File: config.mk
export PLATFORM = sky130hd
export DESIGN_NAME = serial_link_delay_calib_flat
export DESIGN_NICKNAME = d
export VERILOG_FILES = /design/src/rtl/serial_link_calib_pkg.sv /design/src/rtl/serial_link_delay_calib_if.sv /design/src/rtl/serial_link_calib_checker.sv /design/src/rtl/serial_link_delay_calib.sv /design/src/flat_wrapper.sv
export SDC_FILE = /design/constraint.sdc
export NUM_CORES = 1
export LEC_CHECK = 0
export BUFFER_PORTS_ARGS = -buffer_cell sky130_fd_sc_hd__buf_4
export CAP_MARGIN = 20
export CORE_MARGIN = 2
export CORE_UTILIZATION = 45
export DETAILED_ROUTE_END_ITERATION = 8
export PLACE_DENSITY = 0.66
export SETUP_SLACK_MARGIN = 0.5
export SLEW_MARGIN = 40
export SYNTH_ARGS = -nofsm -noshare
export SYNTH_HDL_FRONTEND = slang
export SYNTH_SLANG_ARGS = --single-unit
File: constraint.sdc
create_clock -name clk_i -period 6.45 [get_ports clk_i]
set_clock_uncertainty 0.05 [all_clocks]
set_input_delay 0.9675 -clock clk_i [delete_from_list [all_inputs] [get_ports clk_i]]
set_output_delay 0.9675 -clock clk_i [all_outputs]
set_load 0.02 [all_outputs]
File: src/rtl/serial_link_calib_pkg.sv
// Shared FSM state and tap-window types for the serial link delay calibrator.
// Window fields are sized for the largest supported tap count; window values never exceed NumSteps.
package serial_link_calib_pkg;

    localparam int CalibMaxSteps = 256;
    localparam int WinW          = $clog2(CalibMaxSteps) + 1;

    typedef enum logic [2:0] {
        ST_IDLE,
        ST_SETTLE,
        ST_CHECK,
        ST_EVAL,
        ST_DONE
    } state_e;

    typedef struct packed {
        logic [WinW-1:0] start;
        logic [WinW-1:0] len;
    } window_t;

    function automatic logic [WinW-1:0] win_center(window_t w);
        return w.start + (w.len >> 1);
    endfunction

endpackage

File: src/rtl/serial_link_delay_calib_if.sv
// Valid/ready word stream used for both the PHY side and the user side of the calibrator.
interface serial_link_delay_calib_if #(
    parameter int W = 16
) ();
    logic [W-1:0] dat;
    logic         vld;
    logic         rdy;

    modport master (output dat, output vld, input rdy);
    modport slave  (input dat, input vld, output rdy);
endinterface

File: src/rtl/serial_link_calib_checker.sv
// Per-tap RX pattern checker: first word is the reference, then each word must be previous+1.
// done_o/pass_o are combinational in the final CHECK cycle; all state clears while en_i is low.
module serial_link_calib_checker #(
    parameter int W             = 16,
    parameter int PatternWords  = 32,
    parameter int TimeoutCycles = 256
) (
    input  logic         clk_i,
    input  logic         rst_ni,
    input  logic         en_i,
    input  logic         rx_vld_i,
    input  logic [W-1:0] rx_dat_i,
    output logic         done_o,
    output logic         pass_o
);

    localparam int CW = $clog2(PatternWords + 1);
    localparam int TW = $clog2(TimeoutCycles);

    logic          ref_vld_q, ref_vld_d;
    logic [W-1:0]  prev_q, prev_d;
    logic [CW-1:0] cnt_q, cnt_d;
    logic          mism_q, mism_d;
    logic [TW-1:0] tmo_q, tmo_d;
    logic          take, cmp;

    always_comb begin
        take      = en_i && rx_vld_i;
        cmp       = take && ref_vld_q;
        ref_vld_d = ref_vld_q | take;
        prev_d    = take ? rx_dat_i : prev_q;
        cnt_d     = cnt_q + CW'(cmp);
        mism_d    = mism_q | (cmp && (rx_dat_i != prev_q + W'(1)));
        tmo_d     = tmo_q + TW'(1);
        done_o    = en_i && ((cnt_d == CW'(PatternWords)) || (tmo_q == TW'(TimeoutCycles - 1)));
        pass_o    = (cnt_d == CW'(PatternWords)) && !mism_d;
        if (!en_i) begin
            ref_vld_d = 1'b0;
            prev_d    = '0;
            cnt_d     = '0;
            mism_d    = 1'b0;
            tmo_d     = '0;
        end
    end

    always_ff @(posedge clk_i or negedge rst_ni) begin
        if (!rst_ni) begin
            ref_vld_q <= 1'b0;
            prev_q    <= '0;
            cnt_q     <= '0;
            mism_q    <= 1'b0;
            tmo_q     <= '0;
        end else begin
            ref_vld_q <= ref_vld_d;
            prev_q    <= prev_d;
            cnt_q     <= cnt_d;
            mism_q    <= mism_d;
            tmo_q     <= tmo_d;
        end
    end

endmodule

File: src/rtl/serial_link_delay_calib.sv
// Sweeps PHY delay taps with a counter pattern and parks on the centre of the widest passing window.
// Idle/done: zero-latency usr<->phy passthrough; busy: user stalled, RX drained. Bitmap: SERIAL_LINK_CALIB_STATUS_EN.
module serial_link_delay_calib
    import serial_link_calib_pkg::*;
#(
    parameter int  NumLanes      = 8,
    parameter int  NumSteps      = 16,
    parameter int  SettleCycles  = 8,
    parameter int  PatternWords  = 32,
    parameter int  TimeoutCycles = 256,
    parameter int  DefaultDelay  = NumSteps / 2,
    localparam int W             = 2 * NumLanes,
    localparam int DW            = $clog2(NumSteps)
) (
    input  logic                      clk_i,
    input  logic                      rst_ni,
    input  logic                      start_i,
    output logic                      busy_o,
    output logic                      done_o,
    output logic                      fail_o,
    output logic [DW-1:0]             delay_o,
    output logic [NumSteps-1:0]       pass_map_o,
    serial_link_delay_calib_if.slave  usr_tx,
    serial_link_delay_calib_if.master usr_rx,
    serial_link_delay_calib_if.master phy_tx,
    serial_link_delay_calib_if.slave  phy_rx
);

    localparam int SCW = $clog2(SettleCycles + 1);

    state_e         state_q, state_d;
    logic [DW-1:0]  step_q, step_d;
    logic [SCW-1:0] settle_q, settle_d;
    logic [W-1:0]   k_q, k_d;
    window_t        run_q, run_d, best_q, best_d, run_nxt, cand;
    logic           pass_q, pass_d;
    logic           busy, start_acc, last_step, chk_en, chk_done, chk_pass;

    assign busy      = (state_q == ST_SETTLE) || (state_q == ST_CHECK) || (state_q == ST_EVAL);
    assign start_acc = start_i && ((state_q == ST_IDLE) || (state_q == ST_DONE));
    assign last_step = (step_q == DW'(NumSteps - 1));
    assign chk_en    = (state_q == ST_CHECK);

    serial_link_calib_checker #(
        .W             (W),
        .PatternWords  (PatternWords),
        .TimeoutCycles (TimeoutCycles)
    ) u_checker (
        .clk_i    (clk_i),
        .rst_ni   (rst_ni),
        .en_i     (chk_en),
        .rx_vld_i (phy_rx.vld),
        .rx_dat_i (phy_rx.dat),
        .done_o   (chk_done),
        .pass_o   (chk_pass)
    );

    always_ff @(posedge clk_i or negedge rst_ni) begin
        if (!rst_ni) begin
            state_q  <= ST_IDLE;
            step_q   <= '0;
            settle_q <= '0;
            k_q      <= '0;
            run_q    <= '0;
            best_q   <= '0;
            pass_q   <= 1'b0;
        end else begin
            state_q  <= state_d;
            step_q   <= step_d;
            settle_q <= settle_d;
            k_q      <= k_d;
            run_q    <= run_d;
            best_q   <= best_d;
            pass_q   <= pass_d;
        end
    end

    always_comb begin
        state_d  = state_q;
        step_d   = step_q;
        settle_d = settle_q;
        k_d      = k_q;
        run_d    = run_q;
        best_d   = best_q;
        pass_d   = pass_q;
        run_nxt  = '0;
        cand     = '0;
        if (busy && phy_tx.rdy) begin
            k_d = k_q + W'(1);
        end
        case (state_q)
            ST_IDLE, ST_DONE: begin
                if (start_acc) begin
                    state_d  = ST_SETTLE;
                    step_d   = '0;
                    settle_d = '0;
                    run_d    = '0;
                    best_d   = '0;
                end
            end
            ST_SETTLE: begin
                settle_d = settle_q + SCW'(1);
                if (settle_q == SCW'(SettleCycles - 1)) begin
                    state_d = ST_CHECK;
                end
            end
            ST_CHECK: begin
                if (chk_done) begin
                    pass_d  = chk_pass;
                    state_d = ST_EVAL;
                end
            end
            ST_EVAL: begin
                if (pass_q) begin
                    if (run_q.len == '0) begin
                        run_nxt.start = WinW'(step_q);
                        run_nxt.len   = WinW'(1);
                    end else begin
                        run_nxt.start = run_q.start;
                        run_nxt.len   = run_q.len + WinW'(1);
                    end
                end
                cand  = pass_q ? run_nxt : run_q;
                run_d = run_nxt;
                // Strict compare keeps the earliest window when lengths tie.
                if ((!pass_q || last_step) && (cand.len > best_q.len)) begin
                    best_d = cand;
                end
                if (last_step) begin
                    state_d = ST_DONE;
                end else begin
                    step_d   = step_q + DW'(1);
                    settle_d = '0;
                    state_d  = ST_SETTLE;
                end
            end
            default: state_d = ST_IDLE;
        endcase
    end

    always_comb begin
        busy_o  = busy;
        done_o  = (state_q == ST_DONE);
        fail_o  = (state_q == ST_DONE) && (best_q.len == '0);
        delay_o = DW'(DefaultDelay);
        if (busy) begin
            delay_o = step_q;
        end else if ((state_q == ST_DONE) && (best_q.len != '0)) begin
            delay_o = DW'(win_center(best_q));
        end
        phy_tx.dat = usr_tx.dat;
        phy_tx.vld = usr_tx.vld;
        usr_tx.rdy = phy_tx.rdy;
        usr_rx.dat = phy_rx.dat;
        usr_rx.vld = phy_rx.vld;
        phy_rx.rdy = usr_rx.rdy;
        if (busy) begin
            phy_tx.dat = k_q;
            phy_tx.vld = 1'b1;
            usr_tx.rdy = 1'b0;
            usr_rx.vld = 1'b0;
            phy_rx.rdy = 1'b1;
        end
    end

`ifdef SERIAL_LINK_CALIB_STATUS_EN
    logic [NumSteps-1:0] pass_map_q, pass_map_d;

    always_comb begin
        pass_map_d = pass_map_q;
        if (start_acc) begin
            pass_map_d = '0;
        end else if (state_q == ST_EVAL) begin
            pass_map_d[step_q] = pass_q;
        end
    end

    always_ff @(posedge clk_i or negedge rst_ni) begin
        if (!rst_ni) begin
            pass_map_q <= '0;
        end else begin
            pass_map_q <= pass_map_d;
        end
    end

    assign pass_map_o = pass_map_q;
`else
    assign pass_map_o = '0;
`endif

endmodule

File: src/flat_wrapper.sv
// flat-port wrapper written by rule: the top's interface ports become plain ports
module serial_link_delay_calib_flat import serial_link_calib_pkg::*;
#(
    parameter int  NumLanes      = 8,
    parameter int  NumSteps      = 16,
    parameter int  SettleCycles  = 8,
    parameter int  PatternWords  = 32,
    parameter int  TimeoutCycles = 256,
    parameter int  DefaultDelay  = NumSteps / 2,
    localparam int W             = 2 * NumLanes,
    localparam int DW            = $clog2(NumSteps)
)
  (clk_i, rst_ni, start_i, busy_o, done_o, fail_o, delay_o, pass_map_o, usr_tx_dat, usr_tx_vld, usr_tx_rdy, usr_rx_dat, usr_rx_vld, usr_rx_rdy, phy_tx_dat, phy_tx_vld, phy_tx_rdy, phy_rx_dat, phy_rx_vld, phy_rx_rdy);
  serial_link_delay_calib_if #(.W((16))) usr_tx_i ();
  serial_link_delay_calib_if #(.W((16))) usr_rx_i ();
  serial_link_delay_calib_if #(.W((16))) phy_tx_i ();
  serial_link_delay_calib_if #(.W((16))) phy_rx_i ();
  input  logic clk_i;
  input  logic rst_ni;
  input  logic start_i;
  output logic busy_o;
  output logic done_o;
  output logic fail_o;
  output logic [DW-1:0] delay_o;
  output logic [NumSteps-1:0] pass_map_o;
  input wire logic [$bits(usr_tx_i.dat)-1:0] usr_tx_dat;
  input wire logic [$bits(usr_tx_i.vld)-1:0] usr_tx_vld;
  output wire logic [$bits(usr_tx_i.rdy)-1:0] usr_tx_rdy;
  output wire logic [$bits(usr_rx_i.dat)-1:0] usr_rx_dat;
  output wire logic [$bits(usr_rx_i.vld)-1:0] usr_rx_vld;
  input wire logic [$bits(usr_rx_i.rdy)-1:0] usr_rx_rdy;
  output wire logic [$bits(phy_tx_i.dat)-1:0] phy_tx_dat;
  output wire logic [$bits(phy_tx_i.vld)-1:0] phy_tx_vld;
  input wire logic [$bits(phy_tx_i.rdy)-1:0] phy_tx_rdy;
  input wire logic [$bits(phy_rx_i.dat)-1:0] phy_rx_dat;
  input wire logic [$bits(phy_rx_i.vld)-1:0] phy_rx_vld;
  output wire logic [$bits(phy_rx_i.rdy)-1:0] phy_rx_rdy;
  assign usr_tx_i.dat = usr_tx_dat;
  assign usr_tx_i.vld = usr_tx_vld;
  assign usr_tx_rdy = usr_tx_i.rdy;
  assign usr_rx_dat = usr_rx_i.dat;
  assign usr_rx_vld = usr_rx_i.vld;
  assign usr_rx_i.rdy = usr_rx_rdy;
  assign phy_tx_dat = phy_tx_i.dat;
  assign phy_tx_vld = phy_tx_i.vld;
  assign phy_tx_i.rdy = phy_tx_rdy;
  assign phy_rx_i.dat = phy_rx_dat;
  assign phy_rx_i.vld = phy_rx_vld;
  assign phy_rx_rdy = phy_rx_i.rdy;
  serial_link_delay_calib #(.NumLanes(NumLanes), .NumSteps(NumSteps), .SettleCycles(SettleCycles), .PatternWords(PatternWords), .TimeoutCycles(TimeoutCycles), .DefaultDelay(DefaultDelay)) u_core (.clk_i(clk_i), .rst_ni(rst_ni), .start_i(start_i), .busy_o(busy_o), .done_o(done_o), .fail_o(fail_o), .delay_o(delay_o), .pass_map_o(pass_map_o), .usr_tx(usr_tx_i), .usr_rx(usr_rx_i), .phy_tx(phy_tx_i), .phy_rx(phy_rx_i));
endmodule
# Word level (Yosys, flattened, before mapping)
# Cells that the tools add are included.
op_classes:
  reduce_logical: 30
  magnitude_cmp: 1
  add_sub_neg: 8
  bitwise_logic: 2
  eq_ne: 15
  n_mux: 31
op_table:
  columns: ["operator", "count"]
  rows:
  - ["$mux 18", 4]
  - ["$mux 16", 3]
  - ["$pmux 18 s2", 1]
  - ["$add 16x1->16 const B", 2]
  - ["$mux 13", 2]
  - ["$pmux 13 s2", 1]
  - ["$mux 4", 5]
  - ["$logic_not 9->1", 2]
  - ["$ne 16x16->1", 1]
  - ["$mux 3", 4]
  - ["$pmux 3 s4", 1]
  - ["$pmux 4 s3", 1]
  - ["$reduce_and 3->1", 4]
  - ["$logic_and 1x1->1", 10]
  - ["$add 9x1->9 const B", 1]
  - ["$gt 9x9->1", 1]
  - ["$reduce_bool 9->1", 1]
  - ["$add 4x1->4 const B", 2]
  - ["$add 8x1->8 const B", 1]
  - ["$eq 8x8->1 const B", 1]
  - ["$mux 8", 1]
  - ["$pmux 4 s2", 1]
  - ["$add 6x1->6", 1]
  - ["$eq 3x2->1 const B", 2]
  - ["18 further kinds", 34]
word_totals:
  inputBits: 39
  ff_bits: 91
  wordCells: 101
  output_inout_bits: 59

# Logic depth before layout (Yosys ltp)
# Gate-level depths: netlist (run 1).
logic_depth:
  depth_word: 9
  ltp_mapped: 14
  depth_no_buf: 13

# Hierarchy
# Synthesis (run 1) repeated with hierarchy kept, for this count alone.
unflattened:
  cells_unflattened: 606
  area_unflattened_um2: 5642.9
by_module_without_submodules:
  columns: ["mod", "cells_per_inst", "area_per_inst_um2", "instances", "seq_area_each_um2"]
  rows:
  - ["serial_link_delay_calib", 408, 3721.1, 1, 1351.3]
  - ["serial_link_calib_checker", 198, 1921.8, 1, 800.8]

# Worst setup path before layout (run 1)
# Ideal clock, no wire load.
synth_timing:
  path_type: "input-to-output"
  startpoint: "in phy_rx_vld"
  endpoint: "out usr_rx_vld"
  path_slack_ps: 3214
  required_ps: 5432
  stages: 3
  t_arrival_ps: 2219
  n_path_buf: 2
  cell_sequence: "clkbuf_1 > buf_1 > nor2b_1"
synth_between:
  elab_chain_cells: 1
synth_rtl:
  columns: ["item", "line", "text"]
  rows:
  - ["start, declared", "flat_wrapper.sv:36", "input wire logic [$bits(phy_rx_i.vld)-1:0] phy_rx_vld;"]
  - ["$mux 1", "serial_link_delay_calib.sv:157", "if (busy) begin"]
  - ["end, declared", "flat_wrapper.sv:30", "output wire logic [$bits(usr_rx_i.vld)-1:0] usr_rx_vld;"]
# Every way passes these cells.

# Worst setup path in the final report (run 1)
layout_timing:
  startpoint: "reg u_core.run_q[0] in the netlist's numbering"
  endpoint: "reg u_core.best_q[5] in the netlist's numbering"
layout_between:
  elab_chain_cells: 9
  word_cells_on_any_way: 12
  cone_classes: "add/sub (1); order compare (1); eq/ne (1); mux (6); reduce/logical (3)"
layout_rtl:
  columns: ["item", "line", "text"]
  rows:
  - ["start, declared", "serial_link_delay_calib.sv:35", "window_t run_q, run_d, best_q, best_d, run_nxt, cand;"]
  - ["start signal, assigned", "serial_link_delay_calib.sv:72", "run_q <= run_d;"]
  - ["$add 9x1->9 / $logic_not 9->1 (equally long branches)", "serial_link_delay_calib.sv:120, serial_link_delay_calib.sv:115", null]
  - ["$mux 18", "serial_link_delay_calib.sv:115", "if (run_q.len == '0) begin"]
  - ["$mux 18", "serial_link_delay_calib.sv:114", "if (pass_q) begin"]
  - ["$mux 18", "serial_link_delay_calib.sv:91", "case (state_q)"]
  - ["$mux 13 *", "serial_link_delay_calib.sv:123", "cand = pass_q ? run_nxt : run_q;"]
  - ["$gt 9x9->1", "serial_link_delay_calib.sv:126", "if ((!pass_q || last_step) && (cand.len > best_q.len)) begin"]
  - ["$logic_and 1x1->1", "serial_link_delay_calib.sv:126", null]
  - ["$ne 2x2->1 (no source line)", null, null]
  - ["$reduce_and 3->1 (no source line)", null, null]
  - ["end signal, assigned", "serial_link_delay_calib.sv:73", "best_q <= best_d;"]
  - ["end, declared", "serial_link_delay_calib.sv:35", null]
# Mark *: on every way between the ends. The rest lies on a longest branch, timed or not. The select of a mux whose other input is x is not followed.
# A chain may end at the register's enable or synchronous reset.

==> results of run 1 <==
==> final cells by class <==
type                            count  area, um^2
Clock inverter                      6         110
Fill cell                        1098        5560
Timing Repair Buffer               85         651
Multi-Input combinational cell    450        3040
Clock buffer                       10         229
Tap cell                          147         184
Sequential cell                    86        2150
Inverter                           23        86.3
==> report_power, final <==
part	total, mW	internal (mW)	leakage [nW]	switching, mW
clock	0.598	0.378	0.159	0.220
combinational	0.516	0.230	1.71	0.286
sequential	0.643	0.587	1.18	0.0560
total	1.76	1.19	3.05	0.562
==> metal layers <==
layer / global-route usage [%] / up-vias / wire length [um]
met5: 0 / - / 0
met2: 30.6 / 90 / 5770
met4: 8.51 / 0 / 280
li1: - / 2142 / -
met1: 23.0 / 2080 / 5310
met3: 3.00 / 25 / 374
==> path summary, 6_finish.rpt <==
path	start	slack, ns	depth (start not counted)	endpoint
worst min register to register	u_core.u_checker.tmo_q[0]	0.41	1	u_core.u_checker.tmo_q[0]
max in group asynchronous	rst_ni	4.99	3	u_core.u_checker.prev_q[8]
worst max-delay path	u_core.run_q[0]	3.26	14	u_core.best_q[5]
worst min-delay path	u_core.u_checker.tmo_q[0]	0.41	1	u_core.u_checker.tmo_q[0]
min in group asynchronous	rst_ni	0.45	1	u_core.run_q[6]
worst max register to register	u_core.run_q[0]	3.26	14	u_core.best_q[5]
==> critical path, delay by kind of cell (launching register included) <==
family,cells,cell delay (ns)
buf+inv,2,0.38
compound gates,5,1.02
mux,1,0.23
simple gates,4,0.51
fa+ha+maj,2,0.51
flops,1,0.41
==> cell usage after synthesis (all sizes together) (2+ instances only) <==
library cell,n,area share [%]
nand2b,7,0.79
nand3,23,2.3
clkbuf,15,1.0
xnor2,30,4.7
or2,5,0.56
or4,3,0.41
inv,23,1.6
o311ai,2,0.32
a22o,7,1.1
nand4,18,2.0
or3,3,0.34
xor2,26,4.1
and4,2,0.34
and2,5,0.56
o211ai,3,0.41
dfrtp,86,39
o21ai,22,2.0
nand2,64,4.4
nor2b,5,0.56
o31ai,6,0.81
mux2,22,4.5
nor2,55,3.9
ha,21,4.7
buf,39,5.0
o21a,5,0.68
mux2i,33,5.9
nand4b,2,0.32
a21oi,14,1.3
nor3,11,1.1
a211o,2,0.32
and3,9,1.0
o22ai,4,0.45
a21o,5,0.68
nor4,6,0.68
==> state kept, by name, indices dropped and copies added, names as in the netlist <==
name / count
u_core.best_q: 13
u_core.k_q: 16
u_core.pass_q: 1
u_core.run_q: 13
u_core.settle_q: 4
u_core.state_q: 3
u_core.step_q: 4
u_core.u_checker.cnt_q: 6
u_core.u_checker.mism_q: 1
u_core.u_checker.prev_q: 16
u_core.u_checker.ref_vld_q: 1
u_core.u_checker.tmo_q: 8
==> kinds of logic after synthesis <==
group	after synthesis	synth area share, %
DFF	86	38.7
xor gates and xnor gates	56	8.83
and+or+nand+nor	223	20.0
adders and majority gates	22	5.09
AOI/OAI and AO/OA	78	9.28
muxes	55	10.4
other	1	0.0675
buffers and inverters	77	7.55
==> reports/metrics.cfg, run 1 <==
[floorplanning]
die_height_um = 115
pin_count = 98
core-area_um2 = 12000
row_count = 40
die_x_um = 115
initial_core_util_pct = 46.2
dieArea_um2 = 13200

[routing]
routed_via_density = 5.37
dr.pass1.iters = 4
num_vias = 4337
drtAntennaViolNets = 0
drt_wl_total_mm = 11.7
dr.first_iter.drc_count = 252
wl_per_cell_um = 14.6
drc = 0

[yosys]
synth-edff-count = 0
synth.distinct_cells = 59
synth_cells = 598
ys_async_sr_fraction_pct = 100
ys_seq_area_share_pct = 38.7
synthFlopType = dfrtp_1
yosysWarnings = 0
netlist_area_um2 = 5550
avgSynthCellArea_um2 = 9.29
synth_seq_cells = 86

[power]
totalPowerFinal_mw = 1.76
irDropWorstVdd_mv = 0.172
power.density_nw_per_um2 = 272
p_leak_nw = 3.05

[critical_path]
crit_fanout = 13
crit_chain = inv_1 -> ha_1 -> nor4b_1 -> nand2_1 -> nand2_1 -> o31ai_1 -> ha_1 -> a21o_1 -> a21o_1 -> a21oi_1 -> nand2b_1 -> o21ai_1 -> buf_4 -> mux2i_1
critical_path_class = reg2reg
cp_slowest_cell = dfrtp_1
cp.required_ns = 6.66
crit_path_start_kind = register
crit_arrival_ns = 3.40
critPathCaptureType = register
slowest_delay_ns = 0.41

[layout]
drive_gt1_share_pct = 20.3
diodes = 0
area_growth_pct = 16.2
finalNetCount = 716
final_cell_area_um2 = 6450
final_cell_mix = dfrtp_1 (86), buf_4 (84), nand2_1 (63), nor2_1 (54), mux2i_1 (33)
postLayoutCoreUtil_pct = 53.7
mostFrequentLayoutCell = dfrtp_1
fin_cells = 807

[sta]
layout_min_cycle_time_ns = 3.19
slew_viol_final = 0
tns_ns = 0
hold_viol = 0
worst_slew_pin_slew_ns = 0.692
rsz0062_at_grt = no
final-setup-viol-count = 0
period_share_pct = 49.5
slew_headroom_pct = 53.9
whs_ns = 0.411
fmax_mhz = 313
worst_slack_ns = 3.26

[global_route]
grt_max_degree = 44
antenna_found_initial = 0
grt_overflow = 0
grt_pass1_vias = 4134
grt_pass1_wl_mm = 19.3
grt.total_usage_pct = 18.2

[status]
status = complete, no violations

[cts]
clockBufferDepth = 2
cts-root-buf = clkbuf_16
insertion_delay_ns = 0.34
cts_buffers = 9
hold_buffers = 0
cts_sinks = 86
h-tree-depth = 3
post_cts.repair.setup_buffers = 0
cts_tree = done
clk_pin_slew_worst_paths_ns = 0.07
cts_resized = 0

[placed_design]
hpwl_mm = 8.59
dp_cells = 791
placed_cell_area_um2 = 6110
dp_slack_ns = 3.29
gp_congestion = 0.869
numPortBuffers = 81

[flow_run]
cap_violations = 0

[worst_hold_path]
hold_path_class = reg2reg

(Power assumes the default switching activity.)
==> run 2: changes to the inputs <==
Settings changed: PLACE_DENSITY 0.66 to 0.69.
Clock period 6.45 ns to 2.9 ns, I/O delays scaled along.
==> run 2 against run 1 <==
The flow now finishes with violations (setup timing). Sequential cell count did not move. Clock power up 96%. Non-clock buffer count rose by 43. Worst setup slack worse by 3.3 ns. Worst hold slack got worse by 0.35 ns. Critical path type unchanged.
==> reports/metrics.cfg, run 2 (same netlist as run 1, synthesis figures left out) <==
[status]
status = finished, violations left
violations = setup timing

[routing]
drc = 0  ; unchanged
dr.first_iter.drc_count = 298  ; +18%
drt_wl_total_mm = 13.4  ; +14%
drtAntennaViolNets = 0  ; unchanged
dr.pass1.iters = 4  ; unchanged
routed_via_density = 5.48  ; +2.0%
wl_per_cell_um = 15.7  ; +8.1%
num_vias = 4660  ; +7.4%

[floorplanning]
die_height_um = 115  ; unchanged
pin_count = 98  ; unchanged
dieArea_um2 = 13200  ; unchanged
die_x_um = 115  ; unchanged
initial_core_util_pct = 46.2  ; unchanged
core-area_um2 = 12000  ; unchanged
row_count = 40  ; unchanged

[layout]
area_growth_pct = 26.8
fillers = 1022  ; -6.9%
mostFrequentLayoutCell = buf_4
final_cell_mix = buf_4 (123), dfrtp_1 (83), nand2_1 (60), nor2_1 (50), mux2i_1 (33)
diodes = 0  ; unchanged
drive_gt1_share_pct = 31.4  ; +11 points
final_cell_area_um2 = 7040  ; +9.1%
reg.largest.list = u_core.k_q x16, u_core.u_checker.prev_q x16
finalNetCount = 759  ; +6.0%
postLayoutCoreUtil_pct = 58.6  ; +4.9 points

[global_route]
antenna_found_initial = 0  ; unchanged
grt_pass1_vias = 4616  ; +12%
grt.total_usage_pct = 20.8  ; +2.6 points
grt_overflow = 0  ; unchanged
grt_pass1_wl_mm = 22.1  ; +14%
grt_max_degree = 51  ; +16%

[cts]
cts_sinks = 86  ; unchanged
cts-root-buf = clkbuf_16
h-tree-depth = 3  ; unchanged
cts_buffers = 9  ; unchanged
hold_buffers = 0  ; unchanged
insertion_delay_ns = 0.35  ; about the same
clk_pin_slew_worst_paths_ns = 0.07  ; about the same
cts_tree = done
clockBufferDepth = 2  ; unchanged

[critical_path]
r2r_start = u_core.run_q[1]
critical_path_class = reg2reg
reg2regPathDepth = 14  ; unchanged
critPathCaptureType = register
rrSetupSlack_ns = -0.007  ; -3.27 ns
crit_path_start_kind = register
crit_fanout = 4  ; -9
crit_arrival_ns = 3.13  ; -0.27 ns
r2r_end = u_core.best_q[5]
cp.required_ns = 3.12  ; -3.54 ns

[sta]
period_share_pct = 100  ; +51 points
fmax_mhz = 344  ; +9.8%
whs_ns = 0.0595  ; -0.351 ns
worst_slew_pin_slew_ns = 0.663  ; -0.0290 ns
rsz0062_at_grt = yes
tns_ns = -0.00966  ; -0.00966 ns
worst_slack_ns = -0.00653  ; -3.27 ns
slew_headroom_pct = 55.8  ; +1.9 points
final-setup-viol-count = 3  ; +3
slew_viol_final = 0  ; unchanged
layout_min_cycle_time_ns = 2.91  ; -0.284 ns
hold_viol = 0  ; unchanged

[power]
power.density_nw_per_um2 = 552  ; +100%
p_leak_nw = 3.33  ; +9.3%
irDropWorstVdd_mv = 0.357  ; +110%

[flow_run]
cap_violations = 0  ; unchanged

[worst_hold_path]
hold_path_class = in2async

[placed_design]
placed_cell_area_um2 = 6360  ; +4.0%
dp_slack_ns = -0.342  ; -3.64 ns
hpwl_mm = 9.29  ; +8.1%
gp_congestion = 0.906  ; +4.2%
numPortBuffers = 81  ; unchanged

-- run 2: cell types whose count changed in the layout (fill, tap and decap cells not counted), moves of 3 or more --
cell,previous run,this run
dfrtp_1,86,83
dfrtp_2,0,3
ha_1,21,14
nor2_1,54,50
o31ai_1,6,3
ha_4,0,5
nand2_1,63,60
o21ai_0,21,16
nand3_1,22,18
nand3_2,0,4
buf_4,84,123
-- run 2: final cells by class --
type                            count  area (um^2)  share of cell area [%]
Multi-Input combinational cell    450         3310                    47.0
Sequential cell                    86         2160                    30.6
Timing Repair Buffer              128         1010                    14.3
Clock buffer                        9          225                    3.20
Tap cell                          147          184                    2.61
Inverter                           23         86.3                    1.23
Clock inverter                      7         72.6                    1.03
-- run 2: repair_timing --
item,4_1_cts,5_1_grt
pin swaps,4,20
setup endpoints to repair,33,32
setup buffers,6,7
cloned,0,1
resized for setup,30,26
-- run 2: critical path, cell delays in order, from the launching register on --
cell and delay [ns]:
dfrtp_1 0.40, inv_2 0.07, ha_4 0.15, nor4b_4 0.12
nand2_2 0.12, nand2_4 0.08, o31ai_4 0.28, ha_4 0.25
a21o_1 0.16, a21o_1 0.17, a21oi_2 0.20, nand2b_1 0.12
o21ai_4 0.27, clkbuf_16 0.20, mux2i_1 0.17
-- run 2: power by group --
group          internal [mW]  total (mW)  switching (mW)  leakage (nW)
registers               1.31        1.43           0.124          1.18
logic                  0.595        1.28           0.684          2.01
clock network          0.670        1.17           0.502         0.142
-- run 2: how the worst max path moves through the flow --
stage / startpoint / to / slack (ns) / cells after the start
after floorplan: u_core.run_q[1] / u_core.best_q[0] / 0.11 / 13
after global placement: u_core.run_q[1] / u_core.best_q[11] / -0.19 / 13
after detailed placement: u_core.run_q[1] / u_core.best_q[4] / -0.34 / 12
after CTS: u_core.run_q[1] / u_core.best_q[8] / 0.13 / 13
after global routing: u_core.run_q[0] / u_core.best_q[3] / -0.10 / 14
final: u_core.run_q[1] / u_core.best_q[5] / -0.007 / 14
-- run 2: metrics by stage --
| stage | power (mW) | cells |
|---|---|---|
| after CTS | 3.88 | 842 |
| after global placement | 2.61 | 820 |
| after detailed placement | 2.64 | 820 |
| after floorplan | 2.23 | 613 |
| after global routing | 4.10 | 850 |
| final | 3.88 | 850 |
-- run 2: layer usage --
metal | global-route usage (%) | vias up | share of wire, %
met5 | 0 | - | 0
li1 | - | 2232 | -
met4 | 8.11 | 0 | 1.4
met3 | 3.00 | 17 | 3.2
met1 | 25.9 | 2298 | 41
met2 | 36.4 | 113 | 54
==> run 3: changes to the inputs <==
Settings changed: CELL_PAD_IN_SITES_DETAIL_PLACEMENT set to 1, CELL_PAD_IN_SITES_GLOBAL_PLACEMENT set to 1, CORE_MARGIN 2 to 1, CORE_UTILIZATION 45 to 39, PLACE_DENSITY 0.69 to unset, PLACE_DENSITY_LB_ADDON set to 0.1.
==> run 3 against run 2 <==
The flow still finishes with violations (setup timing). Non-clock buffer count shrank 8. Clock power hardly changed. Register-to-register slack got worse by 0.11 ns. Maximum frequency fell by 3.8%. Wire length is 9.9% higher. Largest cell class unchanged. Sequential cell count stayed put. Power decreased by 0.30%. Combinational power about the same. Design area up 0.20%.
==> reports/metrics.cfg, run 3 (same netlist as run 1, synthesis figures left out) <==
[status]
status = finished, violations left
violations = setup timing

[worst_hold_path]
hold_depth = 2
hold_path_end = u_core.state_q[2]
hold_path_class = in2reg
min_from = start_i

[cts]
h-tree-depth = 3  ; unchanged
clk_pin_slew_worst_paths_ns = 0.07  ; about the same
cts-root-buf = clkbuf_16
cts_tree = done
insertion_delay_ns = 0.35  ; about the same
clockBufferDepth = 2  ; unchanged
cts_buffers = 9  ; unchanged
cts_sinks = 86  ; unchanged

[floorplanning]
dieArea_um2 = 14700  ; +11%
core-area_um2 = 13900  ; +16%
die_x_um = 121  ; +5.4%
pin_count = 98  ; unchanged
initial_core_util_pct = 40.0  ; -6.2 points
row_count = 43  ; +7.5%
die_height_um = 121  ; +5.4%

[routing]
routed_via_density = 5.26  ; -4.0%
dr.first_iter.drc_count = 175  ; -41%
wl_per_cell_um = 16.8  ; +6.9%
drt_wl_total_mm = 14.7  ; +9.9%
num_vias = 4598  ; -1.3%
drtAntennaViolNets = 0  ; unchanged
drc = 0  ; unchanged
dr.pass1.iters = 4  ; unchanged

[sta]
slew_headroom_pct = 57.7  ; +1.9 points
fmax_mhz = 331  ; -3.8%
slew_viol_final = 0  ; unchanged
hold_viol = 0  ; unchanged
worst_slew_pin_slew_ns = 0.633  ; -0.0303 ns
rsz0062_at_grt = yes
layout_min_cycle_time_ns = 3.02  ; +0.115 ns
tns_ns = -1.15  ; -1.14 ns
worst_slack_ns = -0.121  ; -0.115 ns
period_share_pct = 104  ; +4.0 points
final-setup-viol-count = 13  ; +10

[power]
totalPowerFinal_mw = 3.87  ; -0.30%
p_leak_nw = 3.29  ; -1.3%
irDropWorstVdd_mv = 0.379  ; +6.2%
power.density_nw_per_um2 = 549  ; -0.49%

[critical_path]
crit_arrival_ns = 3.23  ; +0.10 ns
slowest_delay_ns = 0.43  ; +0.03 ns
cp_top_family = compound AO/OA/AOI/OAI gates
crit_path_start_kind = register
crit_fanout = 7  ; +3
cp_num_buf_inv = 2  ; unchanged
critPathCaptureType = register
r2r_end = u_core.best_q[0]
critical_path_depth = 14  ; unchanged
crit_path_start = u_core.run_q[0]
cp.required_ns = 3.11  ; about the same
crit_top_cell = o21a_1
rrSetupSlack_ns = -0.12  ; -0.11 ns
reg2regPathDepth = 14  ; unchanged
crit_chain = inv_2 -> ha_4 -> nor4b_4 -> nand2_2 -> nand3_2 -> o21ai_2 -> ha_1 -> nor2b_4 -> o21a_1 -> o21a_1 -> o21a_1 -> o21ai_4 -> buf_12 -> mux2i_2
cp_slowest_cell = dfrtp_2
critical_path_class = reg2reg
r2r_start = u_core.run_q[0]

[layout]
diodes = 0  ; unchanged
drive_gt1_share_pct = 31.1  ; -0.31 points
mostFrequentLayoutCell = buf_4
area_growth_pct = 27.0
reg.largest.list = u_core.k_q x16, u_core.u_checker.prev_q x16
finalNetCount = 751  ; -1.1%
final_cell_mix = buf_4 (114), dfrtp_1 (80), nand2_1 (60), nor2_1 (50), mux2i_1 (31)

[global_route]
grt_pass1_wl_mm = 24.3  ; +10%
grt.total_usage_pct = 21.0  ; +0.24 points
grt_pass1_vias = 4838  ; +4.8%
grt_overflow = 0  ; unchanged
grt_max_degree = 59  ; +16%
antenna_found_initial = 0  ; unchanged

[placed_design]
gp_congestion = 0.788  ; -13%
hpwl_mm = 10.3  ; +10%
numPortBuffers = 81  ; unchanged

[flow_run]
cap_violations = 0  ; unchanged

[run 3: cell count changes in the layout (fill, tap and decap cells not counted), sizes merged]
cell         delta
buf             -9
clkbuf          +2
inv             -2
clkinvlp        -1
dlygate4sd3     +1
[run 3: report_power, final]
| part | internal (mW) | switching [mW] |
|---|---|---|
| logic | 0.585 | 0.678 |
| clock network | 0.685 | 0.495 |
| registers | 1.31 | 0.123 |
| total | 2.58 | 1.30 |
[run 3: per-stage QoR]
step	utilization, %	hold WS [ns]	setup slack (ns)	cell area, um^2	cells
2_1_floorplan	-	0.0894	0.110	5660	613
6_report	50.8	0.277	-0.121	7050	874
5_1_grt	50.8	0.271	-0.197	7050	874
4_1_cts	49.6	0.263	0.00380	6880	867
3_3_place_gp	45.3	0.345	0.102	6290	835
3_5_place_dp	45.3	0.354	0.0117	6290	835
[run 3: area by class of cell]
class                   instances  area [um^2]
flip-flops and latches         86         2160
well taps                     180          225
clock inverters                 4         47.5
fillers                      1571         6830
clock buffers                  11          243
inverters                      23         86.3
repair buffers                120          957
multi-input cells             450         3340
[run 3: what timing repair did]
item	4_1_cts	5_1_grt
gates resized for setup	34	32
hold buffers	1	0
buffers inserted	15	7
setup endpoints to repair	26	36
pin swaps	13	15
gates cloned	1	0
endpoints found under the hold margin	28	0
[run 3: worst max-delay path by stage]
stage | slack [ns] | endpoint
6_report | -0.12 | u_core.best_q[0]
5_1_grt | -0.20 | u_core.best_q[0]
4_1_cts | 0.004 | u_core.best_q[0]
3_5_place_dp | 0.01 | u_core.best_q[3]
3_3_place_gp | 0.10 | u_core.best_q[9]
2_1_floorplan | 0.11 | u_core.best_q[0]
[run 3: layer usage]
metal	global-route usage (%)	routed length, um
met5	0	0
met4	8.33	322
met3	2.40	350
met2	36.9	7470
met1	26.2	6540
